--- config.mk ---
export PLATFORM = sky130hd
export DESIGN_NAME = ddrx_bank_tracker
export DESIGN_NICKNAME = d
export VERILOG_FILES = /design/src/rtl/ddrx_bank_tracker.sv
export SDC_FILE = /design/constraint.sdc
export NUM_CORES = 1
export LEC_CHECK = 0
export CAP_MARGIN = 20
export CORE_MARGIN = 2
export CORE_UTILIZATION = 59
export DETAILED_ROUTE_END_ITERATION = 12
export PLACE_DENSITY = 0.78
export SLEW_MARGIN = 20
export SYNTH_ARGS = -nofsm -noshare
export SYNTH_HDL_FRONTEND = slang
export SYNTH_SLANG_ARGS = --single-unit
--- constraint.sdc ---
create_clock -name core_clk -period 4.3 [get_ports core_clk]
set_clock_uncertainty 0.15 [all_clocks]
set_input_delay 0.86 -clock core_clk [delete_from_list [all_inputs] [get_ports core_clk]]
set_output_delay 0.86 -clock core_clk [all_outputs]
set_load 0.03 [all_outputs]
--- src/rtl/ddrx_bank_tracker.sv ---
// Per-bank row-state tracker and ACT/PRE command generator for the DDRx controller.
// Holds open row and tRCD/tRP/tRAS timers per bank and drains all banks for refresh.
module ddrx_bank_tracker #(
  parameter int unsigned C_BANK_WIDTH  = 3,
  parameter int unsigned C_ROW_WIDTH   = 16,
  parameter int unsigned C_TIMER_WIDTH = 6,
  parameter int unsigned C_TRCD        = 4,
  parameter int unsigned C_TRP         = 4,
  parameter int unsigned C_TRAS        = 10
) (
  input  logic                          core_clk,
  input  logic                          core_arstn,
  input  logic                          req_valid,
  input  logic [C_BANK_WIDTH-1:0]       req_bank,
  input  logic [C_ROW_WIDTH-1:0]        req_row,
  output logic                          req_ready,
  output logic                          cmd_valid,
  output logic [1:0]                    cmd_op,
  output logic [C_BANK_WIDTH-1:0]       cmd_bank,
  output logic [C_ROW_WIDTH-1:0]        cmd_row,
  input  logic                          cmd_ready,
  input  logic                          ref_req,
  output logic                          ref_ack,
  output logic [(2**C_BANK_WIDTH)-1:0]  open_mask
);

  localparam int unsigned N = 2 ** C_BANK_WIDTH;
  localparam logic [C_TIMER_WIDTH-1:0] TRCD_LOAD = C_TIMER_WIDTH'(C_TRCD - 1);
  localparam logic [C_TIMER_WIDTH-1:0] TRP_LOAD  = C_TIMER_WIDTH'(C_TRP - 1);
  localparam logic [C_TIMER_WIDTH-1:0] TRAS_LOAD = C_TIMER_WIDTH'(C_TRAS - 1);
  localparam logic [C_TIMER_WIDTH-1:0] TIMER_ONE = C_TIMER_WIDTH'(1);
  localparam logic [1:0] OP_NOP = 2'd0;
  localparam logic [1:0] OP_ACT = 2'd1;
  localparam logic [1:0] OP_PRE = 2'd2;

  typedef enum logic [1:0] {
    ST_IDLE        = 2'd0,
    ST_ACTIVATING  = 2'd1,
    ST_ACTIVE      = 2'd2,
    ST_PRECHARGING = 2'd3
  } bank_state_e;

  bank_state_e              state_q    [N];
  bank_state_e              state_d    [N];
  logic [C_ROW_WIDTH-1:0]   open_row_q [N];
  logic [C_ROW_WIDTH-1:0]   open_row_d [N];
  logic [C_TIMER_WIDTH-1:0] trcd_trp_q [N];
  logic [C_TIMER_WIDTH-1:0] trcd_trp_d [N];
  logic [C_TIMER_WIDTH-1:0] tras_q     [N];
  logic [C_TIMER_WIDTH-1:0] tras_d     [N];

  logic                     cmd_valid_q, cmd_valid_d;
  logic [1:0]               cmd_op_q, cmd_op_d;
  logic [C_BANK_WIDTH-1:0]  cmd_bank_q, cmd_bank_d;
  logic [C_ROW_WIDTH-1:0]   cmd_row_q, cmd_row_d;
  logic [N-1:0]             open_mask_q, open_mask_d;

  logic [N-1:0]             eff_idle, eff_active, tras_ok;
  logic                     cmd_hs, act_pending, pre_found;
  logic [C_BANK_WIDTH-1:0]  pre_bank;

  assign cmd_hs      = cmd_valid_q & cmd_ready;
  assign act_pending = cmd_valid_q & (cmd_op_q == OP_ACT);

  // A bank whose timer reaches 0 this cycle already counts as being in its next state.
  always_comb begin
    eff_idle   = '0;
    eff_active = '0;
    tras_ok    = '0;
    for (int unsigned b = 0; b < N; b++) begin
      eff_idle[b]   = (state_q[b] == ST_IDLE) ||
                      ((state_q[b] == ST_PRECHARGING) && (trcd_trp_q[b] == '0));
      eff_active[b] = (state_q[b] == ST_ACTIVE) ||
                      ((state_q[b] == ST_ACTIVATING) && (trcd_trp_q[b] == '0));
      tras_ok[b]    = (tras_q[b] <= TIMER_ONE);
    end
  end

  assign req_ready = req_valid & ~ref_req & eff_active[req_bank] &
                     (open_row_q[req_bank] == req_row);
  // An ACT still in flight means a bank is about to open, so refresh must wait.
  assign ref_ack   = ref_req & (&eff_idle) & ~act_pending;

  // Per-bank next state: handshakes override timer expiry.
  always_comb begin
    open_mask_d = '0;
    for (int unsigned b = 0; b < N; b++) begin
      state_d[b]    = state_q[b];
      open_row_d[b] = open_row_q[b];
      trcd_trp_d[b] = (trcd_trp_q[b] != '0) ? (trcd_trp_q[b] - TIMER_ONE) : '0;
      tras_d[b]     = (tras_q[b] != '0) ? (tras_q[b] - TIMER_ONE) : '0;
      case (state_q[b])
        ST_ACTIVATING:  if (trcd_trp_q[b] == '0) state_d[b] = ST_ACTIVE;
        ST_PRECHARGING: if (trcd_trp_q[b] == '0) state_d[b] = ST_IDLE;
        default: ;
      endcase
      if (cmd_hs && (cmd_bank_q == C_BANK_WIDTH'(b))) begin
        if (cmd_op_q == OP_ACT) begin
          state_d[b]    = ST_ACTIVATING;
          trcd_trp_d[b] = TRCD_LOAD;
          tras_d[b]     = TRAS_LOAD;
          open_row_d[b] = cmd_row_q;
        end else if (cmd_op_q == OP_PRE) begin
          state_d[b]    = ST_PRECHARGING;
          trcd_trp_d[b] = TRP_LOAD;
        end
      end
      open_mask_d[b] = (state_d[b] == ST_ACTIVATING) || (state_d[b] == ST_ACTIVE);
    end
  end

  // Lowest-index bank that may be precharged now.
  always_comb begin
    pre_found = 1'b0;
    pre_bank  = '0;
    for (int b = int'(N) - 1; b >= 0; b--) begin
      if (eff_active[b] && tras_ok[b]) begin
        pre_found = 1'b1;
        pre_bank  = C_BANK_WIDTH'(b);
      end
    end
  end

  // Command decision; only taken while no command is outstanding.
  always_comb begin
    cmd_valid_d = cmd_valid_q;
    cmd_op_d    = cmd_op_q;
    cmd_bank_d  = cmd_bank_q;
    cmd_row_d   = cmd_row_q;
    if (cmd_hs) begin
      cmd_valid_d = 1'b0;
      cmd_op_d    = OP_NOP;
      cmd_bank_d  = '0;
      cmd_row_d   = '0;
    end
    if (!cmd_valid_q) begin
      if (ref_req) begin
        if (pre_found) begin
          cmd_valid_d = 1'b1;
          cmd_op_d    = OP_PRE;
          cmd_bank_d  = pre_bank;
          cmd_row_d   = '0;
        end
      end else if (req_valid) begin
        if (eff_idle[req_bank]) begin
          cmd_valid_d = 1'b1;
          cmd_op_d    = OP_ACT;
          cmd_bank_d  = req_bank;
          cmd_row_d   = req_row;
        end else if (eff_active[req_bank] && tras_ok[req_bank] &&
                     (open_row_q[req_bank] != req_row)) begin
          cmd_valid_d = 1'b1;
          cmd_op_d    = OP_PRE;
          cmd_bank_d  = req_bank;
          cmd_row_d   = '0;
        end
      end
    end
  end

  always_ff @(posedge core_clk or negedge core_arstn) begin
    if (!core_arstn) begin
      for (int unsigned b = 0; b < N; b++) begin
        state_q[b]    <= ST_IDLE;
        open_row_q[b] <= '0;
        trcd_trp_q[b] <= '0;
        tras_q[b]     <= '0;
      end
      cmd_valid_q <= 1'b0;
      cmd_op_q    <= OP_NOP;
      cmd_bank_q  <= '0;
      cmd_row_q   <= '0;
      open_mask_q <= '0;
    end else begin
      for (int unsigned b = 0; b < N; b++) begin
        state_q[b]    <= state_d[b];
        open_row_q[b] <= open_row_d[b];
        trcd_trp_q[b] <= trcd_trp_d[b];
        tras_q[b]     <= tras_d[b];
      end
      cmd_valid_q <= cmd_valid_d;
      cmd_op_q    <= cmd_op_d;
      cmd_bank_q  <= cmd_bank_d;
      cmd_row_q   <= cmd_row_d;
      open_mask_q <= open_mask_d;
    end
  end

  assign cmd_valid = cmd_valid_q;
  assign cmd_op    = cmd_op_q;
  assign cmd_bank  = cmd_bank_q;
  assign cmd_row   = cmd_row_q;
  assign open_mask = open_mask_q;

endmodule
==> results of run 1 <==
power by group:
part	internal (µW)	leakage, µW	switching (µW)
combinational	1470	0.00363	1900
clock	1420	0.000443	1010
sequential	3280	0.00353	858
total	6170	0.00761	3770
through the flow:
step | TNS [ns] | hold WS (ns) | setup WS (ns) | power [µW]
2_1_floorplan | 0 | 0.291 | 0.209 | 6350
3_3_place_gp | 0 | 0.303 | 0.00709 | 7290
3_5_place_dp | -0.00222 | 0.308 | -0.00222 | 7450
4_1_cts | 0 | 0.314 | 0.0143 | 9910
5_1_grt | 0 | 0.313 | 0.0399 | 10600
6_report | 0 | 0.246 | 0.202 | 9940
metal layers:
| layer | up-vias | wire length [µm] |
|---|---|---|
| met3 | 119 | 3900 |
| met4 | 0 | 1610 |
| met1 | 5564 | 15200 |
| li1 | 5342 | - |
| met2 | 582 | 17100 |
| met5 | - | 0 |
registers in the layout (all words and copies together), names as in the netlist:
| signal | flops |
|---|---|
| cmd_valid | 1 |
| open_mask | 8 |
| trcd_trp_q | 48 |
| tras_q | 48 |
| open_row_q | 128 |
| state_q | 16 |
| cmd_op | 2 |
| cmd_bank | 3 |
| cmd_row | 16 |
cells in the mapped netlist (13+ instances only):
library cell / number / area share, %
nor2b_1: 16 / 0.72
xnor2_1: 38 / 2.4
dfrtp_1: 270 / 49
nor3_1: 39 / 1.4
or3_1: 19 / 0.86
mux2i_1: 39 / 2.8
a22oi_1: 13 / 0.70
nand2_1: 492 / 13
xor2_1: 24 / 1.5
a21oi_1: 46 / 1.7
a211oi_1: 17 / 0.92
clkbuf_1: 56 / 1.5
o21ai_0: 70 / 2.5
a32oi_1: 13 / 0.82
mux4_2: 18 / 2.9
nor2_1: 134 / 3.6
inv_1: 43 / 1.2
ha_1: 26 / 2.3
timing repair:
action                     in CTS  in global routing
gates cloned                    0                  2
pin swaps                       0                  5
setup endpoints to repair       2                  2
hold endpoints to repair        0                  0
setup buffers                   0                  7
gates resized for setup         4                 15
kinds of logic after synthesis:
| logic type | count (synthesis) | synth area share, % |
|---|---|---|
| buf+inv | 115 | 3.43 |
| flops | 270 | 48.8 |
| simple gates | 794 | 24.9 |
| fa+ha+maj | 26 | 2.35 |
| xor+xnor | 62 | 3.92 |
| compound gates | 216 | 10.2 |
| mux | 65 | 6.42 |
area by class of cell:
type	count	area, µm²	share of cell area, %
sequential	270	6760	42.3
multi-input combinational	1163	6680	41.8
inverter	44	165	1.03
tap	319	399	2.50
timing repair buffer	111	1070	6.68
clock inverter	10	111	0.697
clock buffer	40	807	5.05
critical path, cell delays in order:
cell and delay [ns]:
dlymetal6s2s_1 0.30, buf_12 0.20, mux4_2 0.49, mux2i_1 0.18, xor2_1 0.18, nand2_1 0.13
nor4_4 0.29, nand2_1 0.09, nor2_2 0.12, buf_4 0.13, buf_12 0.11
path summary, 6_finish.rpt:
check | endpoint | slack, ns | depth (start not counted)
max in group asynchronous | open_row_q[62]$_DFFE_PN0P_ | 2.77 | 2
min reg2reg | open_row_q[57]$_DFFE_PN0P_ | 0.32 | 2
max reg2reg | cmd_row[15]$_DFF_PN0_ | 0.93 | 13
min | state_q[15]$_DFF_PN0_ | 0.25 | 1
min in group core_clk | open_row_q[57]$_DFFE_PN0P_ | 0.32 | 2
max | req_ready | 0.20 | 11
==> flow_metrics.py, run 1 <==
metrics = {
    "worst_setup_path": {
        "startpoint_type": "input pin",
        "crit_start": "req_bank[1]",
        "cp_max_fo": 12,
        "crit_required_ns": 3.29,
        "worstPathArrival_ns": 3.09,
        "reg2reg_from": "trcd_trp_q[42]$_DFF_PN0_",
        "path_class": "input pin to primary output",
        "critPathCaptureType": "primary output",
    },
    "clock_network": {
        "path_clk_slew_ns": 0.07,
        "clkSinkCount": 270,
        "ctsHoldBuffers": 0,
        "h-tree-depth": 1,
        "cts_buffers": 28,
        "clock_path_buffers": 3,
        "clock_latency_ns": 0.55,
        "cts-root-buf": "clkbuf_16",
        "cts_tree": "yes",
    },
    "route": {
        "num_vias": 11600,
        "firstDrtPassIters": 5,
        "ant_nets": 0,
        "avgViaCountPerCell": 5.93,
        "wl_per_cell_um": 19.3,
        "drcViolationCount": 0,
        "wl_um": 37800,
        "drt_iter0_drc": 1266,
    },
    "global_route": {
        "grt_max_degree": 122,
        "antenna_found_initial": 0,
        "grt.met1_usage_pct": 43.5,
        "grt_usage_pct": 31.0,
        "use_met3_pct": 5.51,
        "use_met2_pct": 49.0,
        "busiest_layer": "met2",
        "grt_pass1_vias": 11300,
        "grt_pass1_wl_um": 60000,
        "grt_overflow_total": 0,
    },
    "sta": {
        "finalCritPeriodShare_pct": 95.3,
        "max_freq_ghz": 0.244,
        "rsz0062_at_grt": "no",
        "worst_slew_pin_slew_ns": 1.09,
        "relSlewSlack_pct": 27.5,
        "setup-violations-final": 0,
        "hold_violations": 0,
        "fin_crit_ns": 4.10,
        "slew_viol_final": 0,
    },
    "yosys": {
        "postSynth.asyncResetShare_pct": 100,
        "ys.flop_type": "dfrtp_1",
        "syn_avg_cell_area_um2": 8.95,
        "synth-seq-cells": 270,
        "ys_seq_area_share_pct": 48.8,
        "syn_nets": 1598,
        "yosys_warnings": 0,
        "synth.distinct_cells": 73,
        "syn_inst": 1548,
        "synth_edf_count": 0,
        "syn_area_mm2": 0.0139,
    },
    "floorplanning": {
        "rows": 56,
        "die_h_um": 157,
        "dieArea_mm2": 0.0247,
        "fp.dieW_um": 157,
        "start_util_pct": 59.6,
        "core-area_mm2": 0.0233,
        "ios": 56,
    },
    "layout": {
        "synthToLayoutAreaGrowth_pct": 15.4,
        "antenna-diode-count": 0,
        "final_cell_mix": "492 x nand2_1, 270 x dfrtp_1, 131 x nor2_1",
        "instances_no_fill": 1957,
        "final_common_cell": "nand2_1",
        "design_area_mm2": 0.0160,
        "final_nets": 1668,
        "fillers": 1781,
        "fin_util_pct": 68.7,
        "drive_above_1_share_pct": 10.3,
    },
    "placed_design": {
        "io_buffers": 55,
        "dp.cells": 1898,
        "dpl-instance-area_mm2": 0.0149,
        "dp.final_hpwl_um": 24900,
        "routabilityCongestion": 0.979,
    },
    "power": {
        "power_density_mw_per_mm2": 622,
        "vdd_drop_max_uv": 383,
        "leakage_uw": 0.00761,
    },
    "job": {
        "drv_cap": 0,
    },
    "min_path": {
        "hold_class": "input pin to asynchronous set/reset pin",
    },
    "run_status": {
        "status": "finished, final reports clean",
    },
}
Power figures use the tool's default switching activity.
==> run 2, diff against run 1 <==
DONT_BUFFER_PORTS = 1   (was not set)
PLACE_DENSITY = 0.75   (was 0.78)
REMOVE_ABC_BUFFERS = 1   (was not set)
==> flow_metrics.py, run 2 (synthesis gave the netlist of run 1 again) <==
metrics = {
    "worst_setup_path": {
        "reg2reg_from": "trcd_trp_q[42]$_DFF_PN0_",
        "reg2reg_slack_ns": 0.89,
        "worstPathArrival_ns": 3.03,
        "cp_max_fo": 4,
        "rr_endpoint": "cmd_op[1]$_DFF_PN0_",
        "cpPeakStageDelay_ns": 0.46,
        "critPathCaptureType": "primary output",
        "reg2reg_depth": 11,
        "path_class": "flip-flop to primary output",
        "crit_required_ns": 3.29,
        "worst_path_max_delay_cell": "nor3b_1",
        "startpoint_type": "flip-flop",
        "worst_path_most_repeated_cell": "a211oi_1",
        "path_cells": "inv_1 -> ha_1 -> nor3b_1 -> a211oi_1 -> a211oi_1 -> a22oi_1 -> or3_1 -> nor2_1 -> buf_4",
    },
    "layout": {
        "synthToLayoutAreaGrowth_pct": 9.33,
        "final_common_cell": "nand2_1",
        "fillers": 1912,
        "final_cell_mix": "492 x nand2_1, 270 x dfrtp_1, 129 x nor2_1",
        "fin_util_pct": 65.1,
        "drive_above_1_share_pct": 9.14,
        "largest-register": "open_row_q",
        "reg_top3": "open_row_q (128), tras_q (48), trcd_trp_q (48)",
        "antenna-diode-count": 0,
        "final_nets": 1580,
        "instances_no_fill": 1872,
        "largest_reg_flops": 128,
    },
    "global_route": {
        "antenna_found_initial": 0,
        "grt_overflow_total": 0,
        "grt_max_degree": 271,
        "grt_pass1_vias": 11000,
        "grt_usage_pct": 29.4,
        "grt_pass1_wl_um": 57300,
    },
    "min_path": {
        "hold_class": "input pin to asynchronous set/reset pin",
    },
    "route": {
        "firstDrtPassIters": 7,
        "dr_wl_met3_um": 3190,
        "drt_iter0_drc": 1192,
        "drcViolationCount": 0,
        "wl_met2_um": 16700,
        "top_layer": "met4",
        "wl_um": 35800,
        "num_vias": 11200,
        "met1_length_um": 14500,
        "avgViaCountPerCell": 5.96,
        "ant_nets": 0,
        "wl_per_cell_um": 19.1,
    },
    "sta": {
        "finalCritPeriodShare_pct": 93.9,
        "setup-violations-final": 0,
        "max_freq_ghz": 0.248,
        "slew_viol_final": 0,
        "worst_slew_pin_slew_ns": 1.14,
        "rsz0062_at_grt": "no",
        "fin_ws_ns": 0.261,
        "whs_ns": -0.139,
        "tns_ns": 0,
        "fin_crit_ns": 4.04,
        "hold_violations": 270,
        "relSlewSlack_pct": 24.1,
    },
    "placed_design": {
        "io_buffers": 0,
        "dp_slack_ns": 0.400,
        "dp.final_hpwl_um": 23400,
        "routabilityCongestion": 0.915,
        "dp.cells": 1818,
    },
    "clock_network": {
        "cts_tree": "yes",
        "clkSinkCount": 270,
        "clock_latency_ns": 0.56,
        "cts-root-buf": "clkbuf_16",
        "h-tree-depth": 1,
        "path_clk_slew_ns": 0.06,
        "cts_buffers": 29,
        "clock_path_buffers": 3,
        "cts_setup_buffers": 0,
    },
    "floorplanning": {
        "ios": 56,
        "core-area_mm2": 0.0233,
        "rows": 56,
        "fp.dieW_um": 157,
        "start_util_pct": 59.6,
        "die_h_um": 157,
        "dieArea_mm2": 0.0247,
    },
    "power": {
        "leakage_uw": 0.00723,
        "vdd_drop_max_uv": 366,
        "power_density_mw_per_mm2": 641,
    },
    "run_status": {
        "status": "complete, but fails checks",
        "violations": "negative hold slack",
    },
    "job": {
        "drv_cap": 0,
    },
}
## run 2: routing by layer
layer	vias up	track usage [%]
met5	-	0
met4	0	12.4
met3	110	6.55
met2	467	47.2
met1	5398	38.7
li1	5182	-
## run 2: how the worst max path moves through the flow
| stage | start | endpoint | slack (ns) | cells past startpoint |
|---|---|---|---|---|
| finish | trcd_trp_q[0]$_DFF_PN0_ | req_ready | 0.26 | 9 |
| global route | trcd_trp_q[6]$_DFF_PN0_ | req_ready | 0.09 | 9 |
| CTS | trcd_trp_q[12]$_DFF_PN0_ | req_ready | 0.13 | 9 |
| detailed placement | req_bank[0] | req_ready | 0.40 | 8 |
| global placement | req_bank[0] | req_ready | 0.47 | 8 |
| floorplan | trcd_trp_q[12]$_DFF_PN0_ | ref_ack | 0.21 | 9 |
## run 2: layout make-up
| type | count | area (µm²) | share of cell area, % |
|---|---|---|---|
| clock buffer | 38 | 840 | 5.54 |
| clock inverter | 16 | 153 | 1.01 |
| inverter | 44 | 165 | 1.09 |
| multi-input combinational | 1163 | 6670 | 44.0 |
| sequential | 270 | 6760 | 44.6 |
| tap | 319 | 399 | 2.64 |
| timing repair buffer | 22 | 165 | 1.09 |
## run 2: repair_timing
item | CTS | global route
gates resized for setup | 0 | 1
hold endpoints to repair | 270 | 270
endpoints found under the setup margin | 0 | 1
## run 2: per-stage QoR
stage	power, µW	instance area, µm²
final	9720	15100
after floorplan	6270	13500
after CTS	9720	15100
after detailed placement	7120	14100
after global routing	10300	15100
after global placement	6960	14100
## run 2: report_power, final
group          switching (µW)  internal [µW]
clock network            1060           1500
registers                1030           3280
logic                    1580           1270
## run 2: worst max-delay path, delay by kind of cell (launching register included)
kind | cells | cell delay (ns)
simple gates | 3 | 1.04
fa+ha+maj | 1 | 0.19
flops | 1 | 0.39
compound gates | 3 | 0.61
buf+inv | 2 | 0.25
